[src/rtl/uart_pkg.sv]
// Shared UART definitions: FSM state encodings and parity modes, used by both RX and TX.
// Also provides the parity-check helper used by the receiver.
package uart_pkg;

  typedef enum logic [2:0] {
    IDLE      = 3'd0,
    START     = 3'd1,
    DATA      = 3'd2,
    PARITY    = 3'd3,
    STOP      = 3'd4,
    WAIT_HIGH = 3'd5
  } uart_state_e;

  localparam int PARITY_NONE = 0;
  localparam int PARITY_EVEN = 1;
  localparam int PARITY_ODD  = 2;

  // data_xor is the XOR of all data bits; rx_bit is the parity bit seen on the line
  function automatic logic parity_mismatch(input logic data_xor, input logic rx_bit, input int mode);
    logic err;
    err = 1'b0;
    if (mode == PARITY_EVEN)
      err = data_xor ^ rx_bit;
    else if (mode == PARITY_ODD)
      err = ~(data_xor ^ rx_bit);
    return err;
  endfunction

endpackage

[src/rtl/uart_rx_cfg_if.sv]
// Receiver-facing bundle: serial line in, received word plus status flags out.
// No backpressure: the consumer must capture dout/flags in the rx_done_tick cycle.
interface uart_rx_cfg_if #(
  parameter int DATA_BITS = 8
);
  logic                 rx;
  logic                 rx_done_tick;
  logic [DATA_BITS-1:0] dout;
  logic                 parity_err;
  logic                 frame_err;
  logic                 break_det;

  modport master (
    input  rx,
    output rx_done_tick, dout, parity_err, frame_err, break_det
  );

  modport slave (
    output rx,
    input  rx_done_tick, dout, parity_err, frame_err, break_det
  );
endinterface

[src/rtl/uart_rx_sync_vote.sv]
// Two-flop synchroniser followed by a 3-tap majority filter; everything resets to idle-high.
// Single-cycle line glitches never reach the vote output.
module uart_rx_sync_vote (
  input  logic clk,
  input  logic reset,
  input  logic rx,
  output logic vote
);
  logic       sync1;
  logic       sync2;
  logic [2:0] taps;

  always_ff @(posedge clk) begin
    if (reset) begin
      sync1 <= 1'b1;
      sync2 <= 1'b1;
      taps  <= 3'b111;
    end else begin
      sync1 <= rx;
      sync2 <= sync1;
      taps  <= {taps[1:0], sync2};
    end
  end

  assign vote = (taps[0] & taps[1]) | (taps[0] & taps[2]) | (taps[1] & taps[2]);
endmodule

[src/rtl/uart_rx_cfg.sv]
// Configurable UART receiver; rx_done_tick fires 4 clk after the final stop-bit mid-point.
// No backpressure: one single-cycle tick per frame, outputs hold until the next tick.
module uart_rx_cfg
  import uart_pkg::*;
#(
  parameter int CLKS_PER_BIT = 39,
  parameter int DATA_BITS    = 8,
  parameter int PARITY_MODE  = PARITY_NONE,
  parameter int STOP_BITS    = 1
) (
  input  logic          clk,
  input  logic          reset,
  uart_rx_cfg_if.master rx_if
);
  localparam int CW   = $clog2(CLKS_PER_BIT);
  localparam int HALF = (CLKS_PER_BIT - 1) / 2;
  localparam int IW   = 4;

  if (DATA_BITS < 5 || DATA_BITS > 9) begin : g_bad_data_bits
    $error("uart_rx_cfg: DATA_BITS must be 5..9");
  end
  if (STOP_BITS != 1 && STOP_BITS != 2) begin : g_bad_stop_bits
    $error("uart_rx_cfg: STOP_BITS must be 1 or 2");
  end
  if (PARITY_MODE < 0 || PARITY_MODE > 2) begin : g_bad_parity
    $error("uart_rx_cfg: PARITY_MODE must be 0..2");
  end
  if (CLKS_PER_BIT < 8) begin : g_bad_clks
    $error("uart_rx_cfg: CLKS_PER_BIT must be >= 8");
  end

  logic vote;

  uart_rx_sync_vote u_sync_vote (
    .clk   (clk),
    .reset (reset),
    .rx    (rx_if.rx),
    .vote  (vote)
  );

  uart_state_e          state, state_n;
  logic [CW-1:0]        cnt, cnt_n;
  logic [IW-1:0]        idx, idx_n;
  logic [DATA_BITS-1:0] shreg, shreg_n;
  logic                 par_bit, par_bit_n;
  logic                 ferr_acc, ferr_acc_n;
  logic [DATA_BITS-1:0] dout_q, dout_n;
  logic                 perr_q, perr_n;
  logic                 ferr_q, ferr_n;
  logic                 brk_q, brk_n;
  logic                 tick_q, tick_n;

  logic bit_end;
  logic ferr_now;
  logic perr_calc;
  logic brk_calc;

  assign bit_end   = (cnt == CW'(CLKS_PER_BIT - 1));
  // frame error including the stop bit being sampled right now
  assign ferr_now  = ferr_acc | ~vote;
  assign perr_calc = parity_mismatch(^shreg, par_bit, PARITY_MODE);
  assign brk_calc  = ferr_now & ~(|shreg) & ((PARITY_MODE == PARITY_NONE) | ~par_bit);

  always_ff @(posedge clk) begin
    if (reset) begin
      state    <= IDLE;
      cnt      <= '0;
      idx      <= '0;
      shreg    <= '0;
      par_bit  <= 1'b0;
      ferr_acc <= 1'b0;
      dout_q   <= '0;
      perr_q   <= 1'b0;
      ferr_q   <= 1'b0;
      brk_q    <= 1'b0;
      tick_q   <= 1'b0;
    end else begin
      state    <= state_n;
      cnt      <= cnt_n;
      idx      <= idx_n;
      shreg    <= shreg_n;
      par_bit  <= par_bit_n;
      ferr_acc <= ferr_acc_n;
      dout_q   <= dout_n;
      perr_q   <= perr_n;
      ferr_q   <= ferr_n;
      brk_q    <= brk_n;
      tick_q   <= tick_n;
    end
  end

  always_comb begin
    state_n    = state;
    cnt_n      = cnt;
    idx_n      = idx;
    shreg_n    = shreg;
    par_bit_n  = par_bit;
    ferr_acc_n = ferr_acc;
    dout_n     = dout_q;
    perr_n     = perr_q;
    ferr_n     = ferr_q;
    brk_n      = brk_q;
    tick_n     = 1'b0;

    case (state)
      IDLE: begin
        cnt_n = '0;
        if (!vote) state_n = START;
      end

      START: begin
        if (cnt == CW'(HALF)) begin
          cnt_n = '0;
          if (!vote) begin
            state_n    = DATA;
            idx_n      = '0;
            ferr_acc_n = 1'b0;
          end else begin
            state_n = IDLE;
          end
        end else begin
          cnt_n = cnt + CW'(1);
        end
      end

      DATA: begin
        if (bit_end) begin
          cnt_n   = '0;
          shreg_n = {vote, shreg[DATA_BITS-1:1]};
          if (idx == IW'(DATA_BITS - 1)) begin
            idx_n   = '0;
            state_n = (PARITY_MODE != PARITY_NONE) ? PARITY : STOP;
          end else begin
            idx_n = idx + IW'(1);
          end
        end else begin
          cnt_n = cnt + CW'(1);
        end
      end

      PARITY: begin
        if (bit_end) begin
          cnt_n     = '0;
          par_bit_n = vote;
          idx_n     = '0;
          state_n   = STOP;
        end else begin
          cnt_n = cnt + CW'(1);
        end
      end

      STOP: begin
        if (bit_end) begin
          cnt_n      = '0;
          ferr_acc_n = ferr_now;
          if (idx == IW'(STOP_BITS - 1)) begin
            tick_n  = 1'b1;
            dout_n  = shreg;
            perr_n  = perr_calc;
            ferr_n  = ferr_now;
            brk_n   = brk_calc;
            idx_n   = '0;
            // a low line after a bad stop is a break or noise: don't re-arm until it idles
            state_n = ferr_now ? WAIT_HIGH : IDLE;
          end else begin
            idx_n = idx + IW'(1);
          end
        end else begin
          cnt_n = cnt + CW'(1);
        end
      end

      WAIT_HIGH: begin
        cnt_n = '0;
        if (vote) state_n = IDLE;
      end

      default: begin
        state_n = IDLE;
        cnt_n   = '0;
        idx_n   = '0;
      end
    endcase
  end

  assign rx_if.rx_done_tick = tick_q;
  assign rx_if.dout         = dout_q;
  assign rx_if.parity_err   = perr_q;
  assign rx_if.frame_err    = ferr_q;
  assign rx_if.break_det    = brk_q;
endmodule

[src/flat_wrapper.sv]
// flat-port wrapper written by rule: the top's interface ports become plain ports
module uart_rx_cfg_flat import uart_pkg::*;
#(
  parameter int CLKS_PER_BIT = 39,
  parameter int DATA_BITS    = 8,
  parameter int PARITY_MODE  = PARITY_NONE,
  parameter int STOP_BITS    = 1
)
  (clk, reset, rx_if_rx, rx_if_rx_done_tick, rx_if_dout, rx_if_parity_err, rx_if_frame_err, rx_if_break_det);
  uart_rx_cfg_if #(.DATA_BITS(DATA_BITS)) rx_if_i ();
  input  logic clk;
  input  logic reset;
  input wire logic [$bits(rx_if_i.rx)-1:0] rx_if_rx;
  output wire logic [$bits(rx_if_i.rx_done_tick)-1:0] rx_if_rx_done_tick;
  output wire logic [$bits(rx_if_i.dout)-1:0] rx_if_dout;
  output wire logic [$bits(rx_if_i.parity_err)-1:0] rx_if_parity_err;
  output wire logic [$bits(rx_if_i.frame_err)-1:0] rx_if_frame_err;
  output wire logic [$bits(rx_if_i.break_det)-1:0] rx_if_break_det;
  assign rx_if_i.rx = rx_if_rx;
  assign rx_if_rx_done_tick = rx_if_i.rx_done_tick;
  assign rx_if_dout = rx_if_i.dout;
  assign rx_if_parity_err = rx_if_i.parity_err;
  assign rx_if_frame_err = rx_if_i.frame_err;
  assign rx_if_break_det = rx_if_i.break_det;
  uart_rx_cfg #(.CLKS_PER_BIT(CLKS_PER_BIT), .DATA_BITS(DATA_BITS), .PARITY_MODE(PARITY_MODE), .STOP_BITS(STOP_BITS)) u_core (.clk(clk), .reset(reset), .rx_if(rx_if_i));
endmodule
[config.mk]
export PLATFORM = sky130hd
export DESIGN_NAME = uart_rx_cfg_flat
export DESIGN_NICKNAME = d
export VERILOG_FILES = /design/src/rtl/uart_pkg.sv /design/src/rtl/uart_rx_cfg_if.sv /design/src/rtl/uart_rx_sync_vote.sv /design/src/rtl/uart_rx_cfg.sv /design/src/flat_wrapper.sv
export SDC_FILE = /design/constraint.sdc
export NUM_CORES = 1
export LEC_CHECK = 0
export ABC_AREA = 1
export BUFFER_PORTS_ARGS = -buffer_cell sky130_fd_sc_hd__buf_2
export CORE_ASPECT_RATIO = 2
export CORE_UTILIZATION = 33
export DETAILED_ROUTE_END_ITERATION = 16
export GPL_TIMING_DRIVEN = 0
export HOLD_SLACK_MARGIN = 0.03
export PLACE_DENSITY_LB_ADDON = 0.12
export SLEW_MARGIN = 5
export SYNTH_ARGS = -nofsm -noshare
export SYNTH_HDL_FRONTEND = slang
export SYNTH_SLANG_ARGS = --single-unit
[constraint.sdc]
create_clock -name clk -period 1.4 [get_ports clk]
set_input_delay 0.07 -clock clk [delete_from_list [all_inputs] [get_ports clk]]
set_output_delay 0.07 -clock clk [all_outputs]
set_load 0.03 [all_outputs]
==> impl_metrics.ini, run 1 <==
[logic_synthesis]
synth.cell_area_sq_um = 1750
ys_types = 31
ys_ff_latch = 38
synth_area_per_cell_sq_um = 7.56
synth_nets = 239
synth_cells = 232
synthArstFlopShare = 0
yosysSeqAreaShare = 0.434
ys_warn_count = 0
synth_edf_count = 0
synthFlopType = dfxtp_1

[power_and_ir_drop]
p_per_area_nw_per_um2 = 1270
p_sw_frac = 0.352
pwr-share-seq = 0.415
pwr-share-comb = 0.317
p_switching_mw = 1.04
p_int_mw = 1.92
ir_drop_uv = 988
power_mw = 2.96
p_clk_frac = 0.268
p_leak_nw = 1.06

[clocking]
cts_root_buf = clkbuf_8
clkTransAtPathRegs_ns = 0.07
htreeDepth = 2
cts_tree = yes
cts_buffer_depth = 2
cts_sinks = 38
clk_latency_ns = 0.29
cts_made_buffers = 5

[placement]
dp_hpwl_microns = 2960
globalplace.congestion = 0.756
io_buffers = 12
dpl_worst_slack_ns = -0.160
dp_cells = 302

[drt]
vias = 1548
dr.pass1.iters = 4
wire_per_inst_microns = 12.9
viasPerCell = 4.72
routed_wirelength_microns = 4220
dr.first_iter.drc_count = 29
drc = 0
antenna_left = 0

[setup_path]
crit_path_start_kind = flop
critPathMaxFanout = 7
crit_path_top_delay_cell = dfxtp_2
arrival_ns = 1.61
crit_chain = inv_2 > ha_4 > nand2_2 > nand3b_1 > nor2_4 > buf_6 > nor2_1 > a211oi_1
worstSetupPathType = reg -> reg
max_stage_delay_ns = 0.33
required_ns = 1.61
cp-end-kind = flop

[global_route]
grt_first_pass_wirelength_microns = 6460
met3_usage = 0.0218
grt_max_degree = 13
antenna_found_initial = 0
busiest_layer = met2
gr-total-overflow = 0
grt_util_met2 = 0.311
grt_usage = 0.159
use_met1 = 0.142
grt_pass1_vias = 1452

[finish]
drive_above_1_share = 0.344
final_common_cell = nand2_1
fin_nets = 276
stdcell_count = 328
area_growth_syn_to_layout_pct = 33.1
antenna_cells = 0
layout_common_cells = nand2_1 (43), dfxtp_1 (31), inv_1 (23), nor2_1 (22), a21oi_1 (17)

[floorplan]
coreArea_sq_um = 5140
io_pins = 15
die_h_microns = 105
floorplan.die.width_microns = 53.5
dieArea_sq_um = 5620
floorplan.rows = 37
start_util = 0.341

[timing]
tns_ns = -0.00360
max_freq_ghz = 0.712
rsz0062_at_grt = true
final-setup-viol-count = 1
fin_skew_ns = 0.00160
hold_violations = 0
slew_viol_final = 0
setup_ws_ns = -0.00360
fin_crit_ns = 1.40
post-route-period-util = 1.00

[outcome]
violations = setup timing
status = complete, but fails checks

[job]
maxCapViolCount = 0

[min_path]
hold_path.class = in -> reg
## power by group through the flow
stage               sequential, mW  combinational [mW]  clock, mW
detailed placement            1.23               0.702          0
finish                        1.23               0.936      0.793
CTS                           1.21               0.772      0.820
floorplan                     1.22               0.575          0
global route                  1.23                1.06      0.852
global placement              1.23               0.695          0
## synth_stat cells (2+ instances only)
cell type  instances  share of area
nand2_1           49           0.10
dfxtp_1           38           0.43
inv_1             27          0.058
nor2_1            27          0.058
a21oi_1           20          0.057
o21ai_0           17          0.049
nand3_1           15          0.043
ha_1               4          0.029
nor2_4             4          0.026
xor2_1             4          0.020
or2_2              3          0.011
a21oi_2            2          0.010
clkbuf_1           2         0.0043
nand4_1            2         0.0071
xnor2_1            2          0.010
## per-stage QoR
stage | util | hold slack [ns] | instance area (sq um)
2_1_floorplan | - | 0.174 | 1750
3_3_place_gp | 0.367 | 0.254 | 1890
3_5_place_dp | 0.367 | 0.257 | 1890
4_1_cts | 0.405 | 0.178 | 2080
5_1_grt | 0.454 | 0.202 | 2330
6_report | 0.454 | 0.171 | 2330
## worst max-delay path: cells and delay by family, from the launching register on
family	cells	cell delay (ns)
flip-flops	1	0.33
AND/OR/NAND/NOR	4	0.49
AO/OA/AOI/OAI	1	0.17
buffers and inverters	2	0.21
adder cells (fa/ha/maj)	1	0.13
## final cells by class
class,instances,area (sq um)
Clock inverter,2,12.5
Multi-Input combinational cell,159,982
Timing Repair Buffer,30,246
Fill cell,533,2810
Tap cell,58,72.6
Buffer,6,46.3
Sequential cell,38,772
Clock buffer,6,82.6
Inverter,29,119
## kinds of logic (layout without fill, tap and decap cells)
| group | after synthesis | count (layout) | share of synthesized area |
|---|---|---|---|
| adder cells (fa/ha/maj) | 4 | 4 | 0.0286 |
| flip-flops | 38 | 38 | 0.434 |
| AND/OR/NAND/NOR | 106 | 106 | 0.286 |
| AO/OA/AOI/OAI | 42 | 42 | 0.129 |
| XOR/XNOR | 6 | 6 | 0.0300 |
| buffers and inverters | 35 | 73 | 0.0899 |
| other | 1 | 1 | 0.00214 |
## what timing repair did
item,CTS,global route
hold endpoints to repair,1,0
pin swaps,13,18
buffers inserted,8,8
gates resized for setup,14,43
gates cloned,0,1
hold buffers,1,0
endpoints found under the setup margin,30,28
## registers in the layout (all words and copies together), names as in the netlist
name                       flops
u_core.rx_if.dout              8
u_core.ferr_acc                1
u_core.rx_if.break_det         1
u_core.shreg                   8
u_core.state                   3
u_core.rx_if.rx_done_tick      1
u_core.u_sync_vote.sync1       1
u_core.u_sync_vote.taps        3
u_core.rx_if.frame_err         1
u_core.u_sync_vote.sync2       1
u_core.cnt                     6
u_core.idx                     4
## path summary, 6_finish.rpt
path / startpoint / to / slack [ns] / cells past startpoint
max: u_core.cnt[0]$_SDFF_PP0_ / u_core.shreg[7]$_SDFFE_PP0P_ / -0.004 / 8
min: reset / u_core.rx_if.rx_done_tick$_SDFF_PP0_ / 0.17 / 2
max reg2reg: u_core.cnt[0]$_SDFF_PP0_ / u_core.shreg[7]$_SDFFE_PP0P_ / -0.004 / 8
min reg2reg: u_core.u_sync_vote.sync2$_SDFF_PP1_ / u_core.u_sync_vote.taps[0]$_SDFF_PP1_ / 0.42 / 1
## routing by layer
layer,wire (microns),vias to the layer above
li1,-,809
met1,1460,717
met2,2600,16
met3,67,6
met4,96,0
met5,0,-
Note: power is estimated with default switching activity, not from simulation.
==> run 2: changes to the inputs <==
SKIP_LAST_GASP = 1   (was default)
==> impl_metrics.ini, run 2 (synthesis gave the netlist of run 1 again) <==
[outcome]
status = complete, but fails checks
violations = setup timing

[finish]
drive_above_1_share = 0.346
fin_nets = 275
fin_area_sq_um = 2320
area_growth_syn_to_layout_pct = 32.5
layout_common_cells = nand2_1 (43), dfxtp_1 (31), inv_1 (23), nor2_1 (23), a21oi_1 (15)
final_common_cell = nand2_1
fillers = 538
antenna_cells = 0

[placement]
dp_hpwl_microns = 2960
placed_area_sq_um = 1890
dpl_worst_slack_ns = -0.160
globalplace.congestion = 0.756
io_buffers = 12

[global_route]
grt_first_pass_wirelength_microns = 6460
grt_max_degree = 13
gr-total-overflow = 0
grt_usage = 0.159
grt_pass1_vias = 1452
antenna_found_initial = 0

[timing]
fin_skew_ns = 0.00150
max_freq_ghz = 0.712
hold_violations = 0
setup_ws_ns = -0.00372
rsz0062_at_grt = true
fin_hold_ws_ns = 0.172
fin_crit_ns = 1.40
final-setup-viol-count = 1
tns_ns = -0.00372
slew_viol_final = 0
post-route-period-util = 1.00

[clocking]
cts_sinks = 38
clkTransAtPathRegs_ns = 0.07
clk_latency_ns = 0.29
cts_made_buffers = 5
cts_buffer_depth = 2
cts_root_buf = clkbuf_8
htreeDepth = 2
cts_tree = yes

[floorplan]
die_h_microns = 105
start_util = 0.341
coreArea_sq_um = 5140
floorplan.die.width_microns = 53.5
floorplan.rows = 37
io_pins = 15
dieArea_sq_um = 5620

[power_and_ir_drop]
power_mw = 2.95
ir_drop_uv = 1010
p_leak_nw = 1.05
p_per_area_nw_per_um2 = 1270

[setup_path]
worstSetupPathType = reg -> reg
required_ns = 1.61
critPathMaxFanout = 7
crit_path_start_kind = flop
arrival_ns = 1.61
cp-end-kind = flop

[drt]
antenna_left = 0
dr.pass1.iters = 4
viasPerCell = 4.71
wire_per_inst_microns = 12.9
dr.first_iter.drc_count = 22
vias = 1541
routed_wirelength_microns = 4230
drc = 0

[job]
maxCapViolCount = 0

[min_path]
hold_path.class = in -> reg
==> run 2: worst paths after layout <==
path              depth (start not counted)                                 from                                     to  slack [ns]
setup / recovery                          7             u_core.cnt[1]$_SDFF_PP0_           u_core.shreg[7]$_SDFFE_PP0P_      -0.004
hold / removal                            2                                reset   u_core.rx_if.rx_done_tick$_SDFF_PP0_        0.17
setup reg to reg                          7             u_core.cnt[1]$_SDFF_PP0_           u_core.shreg[7]$_SDFFE_PP0P_      -0.004
hold reg to reg                           1  u_core.u_sync_vote.sync2$_SDFF_PP1_  u_core.u_sync_vote.taps[0]$_SDFF_PP1_        0.42
==> run 2: routing by layer <==
layer | part of all wire | track usage | up-vias | routed length [microns]
met5 | 0 | 0 | - | 0
met4 | 0.023 | 0.0789 | 0 | 96
met3 | 0.015 | 0.0218 | 7 | 64
met2 | 0.62 | 0.311 | 13 | 2610
met1 | 0.35 | 0.142 | 716 | 1460
li1 | - | - | 805 | -
==> run 2: repair_timing <==
| action | 4_1_cts | 5_1_grt |
|---|---|---|
| setup endpoints to repair | 30 | 31 |
| cloned | 0 | 1 |
| hold buffers | 1 | 0 |
| endpoints found under the hold margin | 1 | 0 |
| pin swaps | 12 | 18 |
| gates resized for setup | 12 | 48 |
| setup buffers | 8 | 7 |
==> run 2: final cells by class <==
class	instances	area, sq um	area share
flip-flops and latches	38	774	0.333
plain buffers	6	46.3	0.0199
clock buffers	6	82.6	0.0355
well taps	58	72.6	0.0312
repair buffers	29	239	0.103
multi-input cells	159	977	0.421
inverters	29	119	0.0512
clock inverters	2	12.5	0.00539
==> run 2: critical path: stages, from the launching register on <==
cell      delay [ns]
dfxtp_4         0.37
ha_4            0.14
nand2_2         0.04
nand3b_1        0.22
nor2_4          0.18
buf_6           0.16
nor2_1          0.05
a211oi_1        0.16
==> run 2: through the flow <==
step,std cells,util
finish,327,0.452
global route,327,0.452
CTS,319,0.404
detailed placement,302,0.367
global placement,302,0.367
floorplan,232,-
==> run 2: power by group <==
| part | leakage, nW | switching [mW] | internal (mW) |
|---|---|---|---|
| Sequential | 0.311 | 0.0790 | 1.15 |
| Clock | 0.0472 | 0.396 | 0.396 |
| Combinational | 0.689 | 0.556 | 0.371 |
